--- config.mk ---
export PLATFORM = sky130hd
export DESIGN_NAME = multi_cycle_divider
export DESIGN_NICKNAME = d
export VERILOG_FILES = /design/src/rtl/multi_cycle_divider.sv
export SDC_FILE = /design/constraint.sdc
export NUM_CORES = 1
export LEC_CHECK = 0
export ABC_AREA = 1
export BUFFER_PORTS_ARGS = -buffer_cell sky130_fd_sc_hd__buf_2
export CORE_AREA = 2 2 125 127
export CTS_CLUSTER_SIZE = 25
export DETAILED_ROUTE_END_ITERATION = 10
export DIE_AREA = 0 0 127 129
export GPL_TIMING_DRIVEN = 0
export PLACE_DENSITY = 0.55
export SLEW_MARGIN = 20
export SYNTH_ARGS = -nofsm -noshare
export SYNTH_HDL_FRONTEND = slang
export SYNTH_SLANG_ARGS = --single-unit
--- constraint.sdc ---
create_clock -name clk -period 3.6 [get_ports clk]
set_clock_uncertainty 0.2 [all_clocks]
set_input_delay 0.36 -clock clk [delete_from_list [all_inputs] [get_ports clk]]
set_output_delay 0.36 -clock clk [all_outputs]
set_load 0.1 [all_outputs]
--- src/rtl/multi_cycle_divider.sv ---
// Unsigned restoring divider: one quotient bit per clock, MSB first.
// A zero divisor skips the iteration loop and reports Q=all ones, R=dividend.
module multi_cycle_divider #(
    parameter int unsigned WIDTH = 16
) (
    input  logic             clk,
    input  logic             rst,
    input  logic             start,
    input  logic [WIDTH-1:0] A1,
    input  logic [WIDTH-1:0] B1,
    output logic [WIDTH-1:0] Q,
    output logic [WIDTH-1:0] R,
    output logic             busy,
    output logic             done,
    output logic             div_by_zero
);

    localparam int unsigned CW = (WIDTH > 1) ? $clog2(WIDTH) : 1;

    typedef enum logic [1:0] {
        S_IDLE,
        S_RUN,
        S_DONE
    } state_t;

    state_t           r_state;
    state_t           w_state_next;
    logic             w_accept;
    logic             w_last;
    logic [WIDTH-1:0] r_a;
    logic [WIDTH-1:0] r_b;
    logic [WIDTH-1:0] r_rem;
    logic [WIDTH-1:0] r_q;
    logic [CW-1:0]    r_cnt;
    logic [CW-1:0]    w_idx;
    logic [WIDTH:0]   w_shift;
    logic             w_ge;
    logic [WIDTH-1:0] w_diff;
    logic [WIDTH-1:0] w_rem_next;
    logic [WIDTH-1:0] w_q_next;

    always_ff @(posedge clk or posedge rst) begin
        if (rst) begin
            r_state <= S_IDLE;
        end else begin
            r_state <= w_state_next;
        end
    end

    always_comb begin
        w_state_next = r_state;
        w_accept     = 1'b0;
        busy         = 1'b0;
        done         = 1'b0;
        case (r_state)
            S_IDLE: begin
                if (start) begin
                    w_accept     = 1'b1;
                    w_state_next = (B1 == '0) ? S_DONE : S_RUN;
                end
            end
            S_RUN: begin
                busy = 1'b1;
                if (w_last) begin
                    w_state_next = S_DONE;
                end
            end
            S_DONE: begin
                done         = 1'b1;
                w_state_next = S_IDLE;
            end
            default: w_state_next = S_IDLE;
        endcase
    end

    // Operands stay untouched during RUN; the dividend bit is picked by index instead of shifting.
    assign w_last  = (r_cnt == CW'(WIDTH - 1));
    assign w_idx   = CW'(WIDTH - 1) - r_cnt;
    assign w_shift = {r_rem, r_a[w_idx]};
    assign w_ge    = (w_shift >= {1'b0, r_b});
    // When w_ge holds the true difference is below r_b, so WIDTH bits suffice.
    assign w_diff     = w_shift[WIDTH-1:0] - r_b;
    assign w_rem_next = w_ge ? w_diff : w_shift[WIDTH-1:0];

    always_comb begin
        w_q_next        = r_q;
        w_q_next[w_idx] = w_ge;
    end

    always_ff @(posedge clk or posedge rst) begin
        if (rst) begin
            r_a         <= '0;
            r_b         <= '0;
            r_rem       <= '0;
            r_q         <= '0;
            r_cnt       <= '0;
            Q           <= '0;
            R           <= '0;
            div_by_zero <= 1'b0;
        end else if (w_accept) begin
            r_a   <= A1;
            r_b   <= B1;
            r_rem <= '0;
            r_q   <= '0;
            r_cnt <= '0;
            if (B1 == '0) begin
                Q           <= '1;
                R           <= A1;
                div_by_zero <= 1'b1;
            end
        end else if (r_state == S_RUN) begin
            r_rem <= w_rem_next;
            r_q   <= w_q_next;
            r_cnt <= r_cnt + CW'(1);
            if (w_last) begin
                Q           <= w_q_next;
                R           <= w_rem_next;
                div_by_zero <= 1'b0;
            end
        end
    end

endmodule

Word-level counts from Yosys, hierarchy flattened

Index checks and enable logic that the tools add are counted.
W data, S select, Z words.

Register bits: 103
Output and inout port bits: 35
Memories kept: 0
Bits in latches: 0
Bits in writable memories: 0
Word-level logic and storage cells: 60
Bits in read-only memories: 0
Input port bits: 35

Reductions and logical operators: 7
Muxes and demuxes: 32
Div/mod/pow operators: 0
$add $sub $neg: 3
Shift operators: 0
Bitwise logic cells: 0
Equality and inequality tests: 6
Multipliers: 0
$lt $le $gt $ge: 3

Operator list:

| kind                  | count |
|---|---|
| $mux W16              | 13 |
| $ge A17 B16 Y1        | 1 |
| $bwmux W16            | 1 |
| $logic_not A16 Y1     | 1 |
| $sub A16 B16 Y16      | 1 |
| $mux W1               | 10 |
| $mux W4               | 2 |
| $mux W2               | 3 |
| $lt A4 B5 Y1 const B  | 1 |
| $add A4 B1 Y4 const B | 1 |
| $bmux W1 S4           | 1 |
| $demux W1 S4          | 1 |
| $eq A4 B4 Y1 const B  | 1 |
| $ge A4 B1 Y1 const B  | 1 |
| $ne A2 B2 Y1 const B  | 2 |
| $pmux W2 S2           | 1 |
| $reduce_bool A2 Y1    | 2 |
| $sub A4 B4 Y4 const A | 1 |
| $reduce_and A3 Y1     | 1 |
| $eq A2 B1 Y1 const B  | 1 |
| $eq A2 B2 Y1 const B  | 1 |
| $logic_not A2 Y1      | 1 |
| $ne A2 B1 Y1 const B  | 1 |
| $reduce_and A2 Y1     | 1 |
| $logic_and A1 B1 Y1   | 1 |

Longest topological paths before layout

Gate-level depths: netlist of run 1.

Depth in word-level cells: 9
Depth in mapped cells: 21
Mapped depth without buffers: 20

Worst setup path before layout of run 1

No wires, ideal clock.

Kind: flip-flop to flip-flop
Start: register r_cnt[0]
End: register r_rem[14]
Library setup time: 0.130 ns
Clock period less this slack: 2.769 ns
Path buffers: 2
Cell stages (with the launch flop): 22
Data arrival time: 2.439 ns
Data required time: 3.270 ns
Path slack: 0.831 ns
Cells stage by stage: dfrtp_1 clkbuf_1 buf_2 nand2_1 o211ai_1 nand2_1 nand2_1 nand2_1 nor2_1 ha_1 inv_1 fa_1 nand2_1 nand3_1 nand3_1 nand2_1 nand2_1 nand2_1 nand2_1 nand3_2 nand3_1 o21ai_1

Longest elaborated chain between the ends: 7

Ends and longest elaborated chain:

| item                                               | line   | RTL |
|---|---|---|
| start, declared                                    | 34     | `logic [CW-1:0] r_cnt;` |
| start signal, assigned                             | 114    | `r_cnt <= r_cnt + CW'(1);` |
| $sub A4 B4 Y4 *                                    | 78     | `assign w_idx = CW'(WIDTH - 1) - r_cnt;` |
| $bmux W1 S4 *                                      | 79     | `assign w_shift = {r_rem, r_a[w_idx]};` |
| $mux W1 (implied by the code) *                    | 79     |  |
| $sub A16 B16 Y16 or $ge A17 B16 Y1 (tied branches) | 82, 80 |  |
| $mux W16 *                                         | 83     | `assign w_rem_next = w_ge ? w_diff : w_shift[WIDTH-1:0];` |
| $mux W16 *                                         | 111    | `end else if (r_state == S_RUN) begin` |
| $mux W16 *                                         | 100    | `end else if (w_accept) begin` |
| end signal, assigned                               | 112    | `r_rem <= w_rem_next;` |
| end, declared                                      | 32     | `logic [WIDTH-1:0] r_rem;` |

Every way passes the cells marked *; elsewhere a longest branch is shown, timed or not. The select of a mux whose other input is x is not followed.
A chain may end at the register's enable or synchronous reset.

Worst setup path after layout of run 1

Start: register r_cnt[0]
End: register r_rem[8]

The elaborated chain is that of the path after synthesis.

==> flow_summary.toml, run 1 <==
[run_status]
outcome = "complete, no violations"

[clocking]
clock_latency_ps = 350
clk_path_buf_depth = 2
cts_root_buf = "clkbuf_16"
cts_made_buffers = 9
cts.repair.resized = 0
clock-sinks = 102
cts_tree = "done"
clkTransAtPathRegs_ps = 80
postCtsSetupBuffers = 0
cts_htree_levels = 3

[hold_path]
worstHoldEndpoint = "r_a[11]"
hold_start = "A1[11]"
hp-class = "primary input to register"
hold_path_depth = 3

[setup_path]
crit_arrival_ps = 3350
cpPeakStageDelay_ps = 530
critPathBufInv = 2
cp-end-kind = "register"
crit_type = "register to register"
timing.rr.end = "r_rem[8]"
worst-path-max-fanout = 10
path_common_cell = "nand2_1"
reg2reg_from = "r_cnt[0]"
path_cells = "buf_2 > nand2_1 > o211ai_1 > nand2_1 > nand2_1 > nand2_1 > nor2_1 > ha_1 > inv_1 > fa_1 > nand2_1 > nand3_1 > nand2_1 > o21ai_0 > xnor2_1 > nand2_1 > nand3_2 > o21ai_2"
critPathTopFamily = "simple AND/OR/NAND/NOR gates"
critPathLaunchType = "register"
cp_slowest_cell = "dfrtp_1"
required_ps = 3620
reg2reg_depth = 18
r2r_slack_ps = 270

[timing]
setup_viol = 0
period_needed_ps = 3330
rsz0062_at_grt = "false"
tightest_slew_ps = 619
worst_slack_ps = 267
drv_slew = 0
relSlewSlack_pct = 58.7
hold_viol_final = 0
max_freq_ghz = 0.300
fin_crit_sh_pct = 92.6

[grt]
grt-ovfl-total = 0
grt_max_degree = 77
grt_pass1_vias = 4926
track_usage_pct = 20.1
grt_pass1_wl_mm = 25.8
antenna_found_initial = 0

[die]
die_y_um = 129
rows = 45
core_mm2 = 0.0150
start_util_pct = 39.5
die_x_um = 127
die-area_mm2 = 0.0164
design.portCount = 70

[detailed_routing]
viasPerCell = 5.06
first_pass_iters = 5
avgRoutedWirePerCell_um = 15.5
final_antenna_net_count = 0
drt-total-wl_mm = 16.0
vias = 5220
drt_drc_violations_left = 0
drt_iter0_markers = 293

[yosys]
synth.net_count = 814
avgSynthCellArea_um2 = 7.80
synth-edff-count = 0
ys.warnings.count = 0
yosysTopAreaCell = "dfrtp_1"
ys_seq_area_share_pct = 43.2
synth_flop_cell = "dfrtp_1"
syn-cell-area_mm2 = 0.00591
ys_seq_elements = 102
ys_types = 35
yosys.area.top_type_share_pct = 43.2
synthArstFlopShare_pct = 100
yosys-top-cells-area = "dfrtp_1 43%, nand2_1 13%, inv_1 6.2%"
synthCells = 758

[job]
maxCapViolations = 0

[final_layout]
drive_gt1_share_pct = 20.6
layout_common_cells = "198 x nand2_1, 102 x dfrtp_1, 96 x inv_1"
antenna_cells = 0
final_common_cell = "nand2_1"
fin_nets = 895
area.growth.synth_to_final_pct = 15.7

[placement]
port_buffers = 69
place_hpwl_mm = 12.5
gp_congestion = 0.861
dp_slack_ps = 128
## worst min-delay path, delay by kind of cell
kind	cells	cell delay [ps]
AND/OR/NAND/NOR	2	100
buffers and inverters	1	90
## per-layer routing
| metal | vias up | routed length [um] | track usage, % |
|---|---|---|---|
| met1 | 2467 | 8110 | 30.2 |
| met2 | 140 | 6850 | 29.9 |
| met4 | 0 | 265 | 5.95 |
| met3 | 19 | 815 | 3.37 |
| li1 | 2594 | - | - |
| met5 | - | 0 | 0 |
## final cells by class
type	count	area [um^2]
buffer	28	158
clock buffer	11	243
clock inverter	5	66.3
fill	1572	8140
inverter	114	433
multi-input combinational	513	2770
sequential	102	2550
tap	188	235
timing repair buffer	71	383
## stage by stage
stage	instances	util (%)	hold slack (ps)	instance area, um^2	setup TNS, ps
CTS	1033	45.7	31.8	6840	0
detailed placement	1016	43.6	143	6520	0
floorplan	758	-	244	5910	0
global route	1032	45.7	46.5	6840	0
finish	1032	45.7	34.0	6840	0
global placement	1015	43.3	259	6490	-87360
## cell usage after synthesis (10+ instances only)
cell type	count
o21ai_0	36
inv_2	17
a21oi_1	58
ha_1	20
clkbuf_1	15
o22ai_1	16
dfrtp_1	102
o21ai_1	19
nand3b_2	10
inv_1	97
nand2_1	198
nand3_2	15
nand3_1	26
o21ai_2	12
nor2_1	52
## repair_timing
item,4_1_cts,5_1_grt
hold buffers,1,0
hold endpoints to repair,26,0
endpoints found under the setup margin,0,10
## kinds of logic after synthesis
kind of cell	Yosys count	synth area share, %
adder cells (fa/ha/maj)	21	4.57
buffers and inverters	143	9.97
XOR/XNOR	7	1.04
flip-flops	102	43.2
AND/OR/NAND/NOR	336	27.1
AO/OA/AOI/OAI	149	14.1
## worst max path at each step
stage / startpoint / to / depth (start not counted)
final: r_cnt[0] / r_rem[8] / 18
after global routing: r_cnt[1] / r_rem[10] / 21
after CTS: r_cnt[0] / r_rem[8] / 19
after detailed placement: r_cnt[0] / r_rem[8] / 19
after global placement: rst / r_b[9] / 2
after floorplan: rst / Q[0] / 1
## registers in the layout (all words and copies together), names as in the netlist
| register | flops |
|---|---|
| r_b | 16 |
| r_q | 15 |
| r_rem | 16 |
| r_cnt | 4 |
| R | 16 |
| r_a | 16 |
| Q | 16 |
| div_by_zero | 1 |
| r_state | 2 |
Power of run 1 is left out: the tool's default activity adds up to more than one toggle a clock period on the data nets, which glitch-free logic cannot reach.
==> inputs of run 2 (changes only) <==
Settings changed: PLACE_DENSITY 0.55 to 0.62.
==> flow_summary.toml, run 2 (same netlist as run 1, synthesis figures left out) <==
[run_status]
outcome = "complete, no violations"

[detailed_routing]
drt_iter0_markers = 312
viasPerCell = 4.98
first_pass_iters = 5
vias = 5132
avgRoutedWirePerCell_um = 14.8
final_antenna_net_count = 0
drt-total-wl_mm = 15.3
drt_drc_violations_left = 0

[hold_path]
hp-class = "primary input to register"

[final_layout]
multi_input_area_mm2 = 0.00277
antenna_cells = 0
final_area_mm2 = 0.00684
final_common_cell = "nand2_1"
seqCellArea_mm2 = 0.00255
fin_nets = 895
area.growth.synth_to_final_pct = 15.7
drive_gt1_share_pct = 20.6
fillerInstances = 1536
layout_common_cells = "198 x nand2_1, 102 x dfrtp_1, 96 x inv_1"

[timing]
whs_ps = 29.4
drv_slew = 0
max_freq_ghz = 0.309
hold_viol_final = 0
fin_crit_sh_pct = 89.8
period_needed_ps = 3230
rsz0062_at_grt = "false"
setup_viol = 0
worst_slack_ps = 366
tightest_slew_ps = 624
timing.setup.tns_ps = 0
relSlewSlack_pct = 58.4

[grt]
met2_usage_pct = 29.5
grt_max_degree = 74
grt-ovfl-total = 0
top_usage_layer = "met2"
use_met1_pct = 29.1
track_usage_pct = 19.8
antenna_found_initial = 0
use_met3_pct = 5.16
grt_pass1_wl_mm = 25.2
grt_pass1_vias = 4807

[setup_path]
critPathLaunchType = "register"
worst-path-max-fanout = 10
crit_arrival_ps = 3260
path_common_cell = "nand2_1"
critPathTopFamily = "simple AND/OR/NAND/NOR gates"
path_cells = "buf_2 > nand2_1 > o211ai_1 > nand2_1 > nand2_1 > nand2_1 > nor2_1 > ha_1 > inv_1 > fa_1 > nand2_1 > nand3_1 > nand2_1 > inv_1 > nand2_1 > nand3_1 > nand2_1 > nand3_2 > nand3_1 > o21ai_1"
crit_type = "register to register"
cp_slowest_cell = "dfrtp_1"
cpPeakStageDelay_ps = 530
required_ps = 3630
critPathBufInv = 3
cp-end-kind = "register"

[clocking]
clock_latency_ps = 360
cts_root_buf = "clkbuf_16"
clk_path_buf_depth = 2
cts_tree = "done"
cts_htree_levels = 3
clkTransAtPathRegs_ps = 80
clock-sinks = 102
cts_made_buffers = 9

[die]
core_mm2 = 0.0150
die-area_mm2 = 0.0164
design.portCount = 70
start_util_pct = 39.5
die_x_um = 127
rows = 45
die_y_um = 129

[placement]
dpl_cell_area_mm2 = 0.00652
gp_congestion = 0.850
port_buffers = 69
dp_slack_ps = 237
place_hpwl_mm = 11.9

[job]
maxCapViolations = 0
run 2: area by class of cell:
class / count / share of cell area, %
Buffer: 28 / 2.31
Clock buffer: 10 / 3.50
Clock inverter: 5 / 0.988
Inverter: 114 / 6.33
Multi-Input combinational cell: 513 / 40.5
Sequential cell: 102 / 37.3
Tap cell: 188 / 3.44
Timing Repair Buffer: 71 / 5.60
run 2: path summary, 6_finish.rpt:
kind / from / endpoint / slack (ps) / cells after the start
min in group asynchronous: rst / r_b[7] / 320 / 3
max reg2reg: r_cnt[0] / r_rem[12] / 370 / 20
min: A1[0] / r_a[0] / 30 / 3
max in group asynchronous: rst / R[10] / 2220 / 4
max: r_cnt[0] / r_rem[12] / 370 / 20
min reg2reg: r_a[15] / r_a[15] / 280 / 2
run 2: worst min-delay path: cells and delay by family:
kind                   cells  cell delay, ps
buffers and inverters      1             100
AND/OR/NAND/NOR            2              90
run 2: what timing repair did:
item | 4_1_cts | 5_1_grt
endpoints found under the setup margin | 0 | 10
hold endpoints to repair | 29 | 0
hold buffers | 1 | 0
setup buffers | 0 | 0
resized for setup | 0 | 0
run 2: metrics by stage:
step / util [%] / instances
final: 45.6 / 1031
after global routing: 45.6 / 1031
after CTS: 45.7 / 1032
after detailed placement: 43.6 / 1016
after global placement: 43.3 / 1015
after floorplan: - / 758
run 2: per-layer routing:
layer  vias to the layer above  routed length [um]
met4                         0                 196
met3                        16                 880
met1                      2386                7760
met5                         -                   0
met2                       145                6440
li1                       2585                   -
Power of run 2 is left out for the same reason.
==> inputs of run 3 (changes only) <==
Settings changed: BUFFER_PORTS_ARGS -buffer_cell sky130_fd_sc_hd__buf_2 to default, CELL_PAD_IN_SITES_DETAIL_PLACEMENT from default to 0, CELL_PAD_IN_SITES_GLOBAL_PLACEMENT from default to 1, DONT_BUFFER_PORTS from default to 1, PLACE_DENSITY 0.62 to 0.78.
==> flow_summary.toml, run 3 (same netlist as run 1, synthesis figures left out) <==
[clocking]
cts_made_buffers = 9
clk_path_buf_depth = 2
cts_htree_levels = 3
postCtsSetupBuffers = 0
cts_root_buf = "clkbuf_16"
cts_tree = "done"
clock_latency_ps = 350
clkTransAtPathRegs_ps = 70
clock-sinks = 102

[timing]
max_freq_ghz = 0.303
hold_viol_final = 0
period_needed_ps = 3300
relSlewSlack_pct = 29.4
rsz0062_at_grt = "false"
setup_viol = 0
fin_crit_sh_pct = 91.7
whs_ps = 9.85
tightest_slew_ps = 1060
drv_slew = 0

[die]
core_mm2 = 0.0150
design.portCount = 70
die_y_um = 129
rows = 45
die_x_um = 127
start_util_pct = 39.5
die-area_mm2 = 0.0164

[final_layout]
fin_cells = 991
layout_common_cells = "198 x nand2_1, 101 x dfrtp_1, 96 x inv_1"
fillerInstances = 1517
final_area_mm2 = 0.00675
area.growth.synth_to_final_pct = 14.3
multi_input_area_mm2 = 0.00277
seqCellArea_mm2 = 0.00255
final_common_cell = "nand2_1"
final_core_util_pct = 45.1
drive_gt1_share_pct = 13.1
antenna_cells = 0
fin_nets = 856

[setup_path]
cp-end-kind = "register"
crit_type = "register to register"
r2r_slack_ps = 300
worst-path-max-fanout = 8
crit_arrival_ps = 3370
critPathLaunchType = "register"
required_ps = 3670

[grt]
antenna_found_initial = 0
grt_pass1_vias = 5005
grt_max_degree = 77
grt_pass1_wl_mm = 26.1
track_usage_pct = 20.3
grt-ovfl-total = 0

[placement]
dp_cells = 947
place_hpwl_mm = 12.2
port_buffers = 0
dpl_cell_area_mm2 = 0.00618
gp_congestion = 0.886

[detailed_routing]
drt_drc_violations_left = 0
vias = 5085
avgRoutedWirePerCell_um = 16.1
viasPerCell = 5.13
first_pass_iters = 4
drt_iter0_markers = 291
drt-total-wl_mm = 16.0
final_antenna_net_count = 0

[run_status]
outcome = "complete, no violations"

[job]
maxCapViolations = 0

[hold_path]
hp-class = "primary input to register"
-- run 3: cell count changes in the layout (fill, tap and decap cells not counted), sizes merged --
cell and change:
clkbuf +1, clkinv -2, bufinv -1, clkinvlp +3, inv -2, dlygate4sd3 +30
buf -69
-- run 3: per-stage QoR --
stage,worst slack [ps],TNS (ps)
finish,300,0
global route,3.12,0
CTS,151,0
detailed placement,174,0
global placement,-705,-70700
floorplan,365,0
-- run 3: worst max-delay path, stage by stage (launching register included) --
cell,delay (ps)
dfrtp_1,400
clkbuf_1,220
inv_1,190
a21oi_1,50
o21ai_0,120
nand2_1,80
nand2_1,60
nand2_1,40
nor2_1,180
ha_1,180
inv_1,80
fa_1,390
nand2_1,110
nand3_1,100
nand2_1,140
inv_1,60
nand2_1,100
nand4_1,120
nand3_2,110
nand3_1,120
a21oi_1,160
-- run 3: routing by layer --
metal | vias up | track usage (%) | part of all wire (%)
met5 | - | 0 | 0
met4 | 0 | 4.46 | 0.85
met3 | 10 | 4.53 | 5.8
met2 | 131 | 30.6 | 43
met1 | 2425 | 29.9 | 50
li1 | 2519 | - | -
-- run 3: path summary, 6_finish.rpt --
path | cells after the start | start | end
setup reg to reg | 20 | r_cnt[1] | R[12]
hold / removal | 2 | B1[1] | r_b[1]
max in group asynchronous | 3 | rst | r_rem[11]
hold reg to reg | 2 | r_a[15] | r_a[15]
min in group asynchronous | 2 | rst | r_b[0]
setup / recovery | 20 | r_cnt[1] | R[12]
-- run 3: final cells by class --
type / instances / share of cell area, %
flip-flops and latches: 102 / 37.8
clock buffers: 11 / 3.59
clock inverters: 3 / 0.333
plain buffers: 28 / 2.33
inverters: 114 / 6.41
multi-input cells: 513 / 41.0
well taps: 188 / 3.48
repair buffers: 32 / 5.00
-- run 3: what timing repair did --
item	CTS	global route
gates resized for setup	0	1
hold buffers	31	0
endpoints found under the hold margin	67	0
setup endpoints to repair	0	10
Power of run 3 is left out for the same reason.
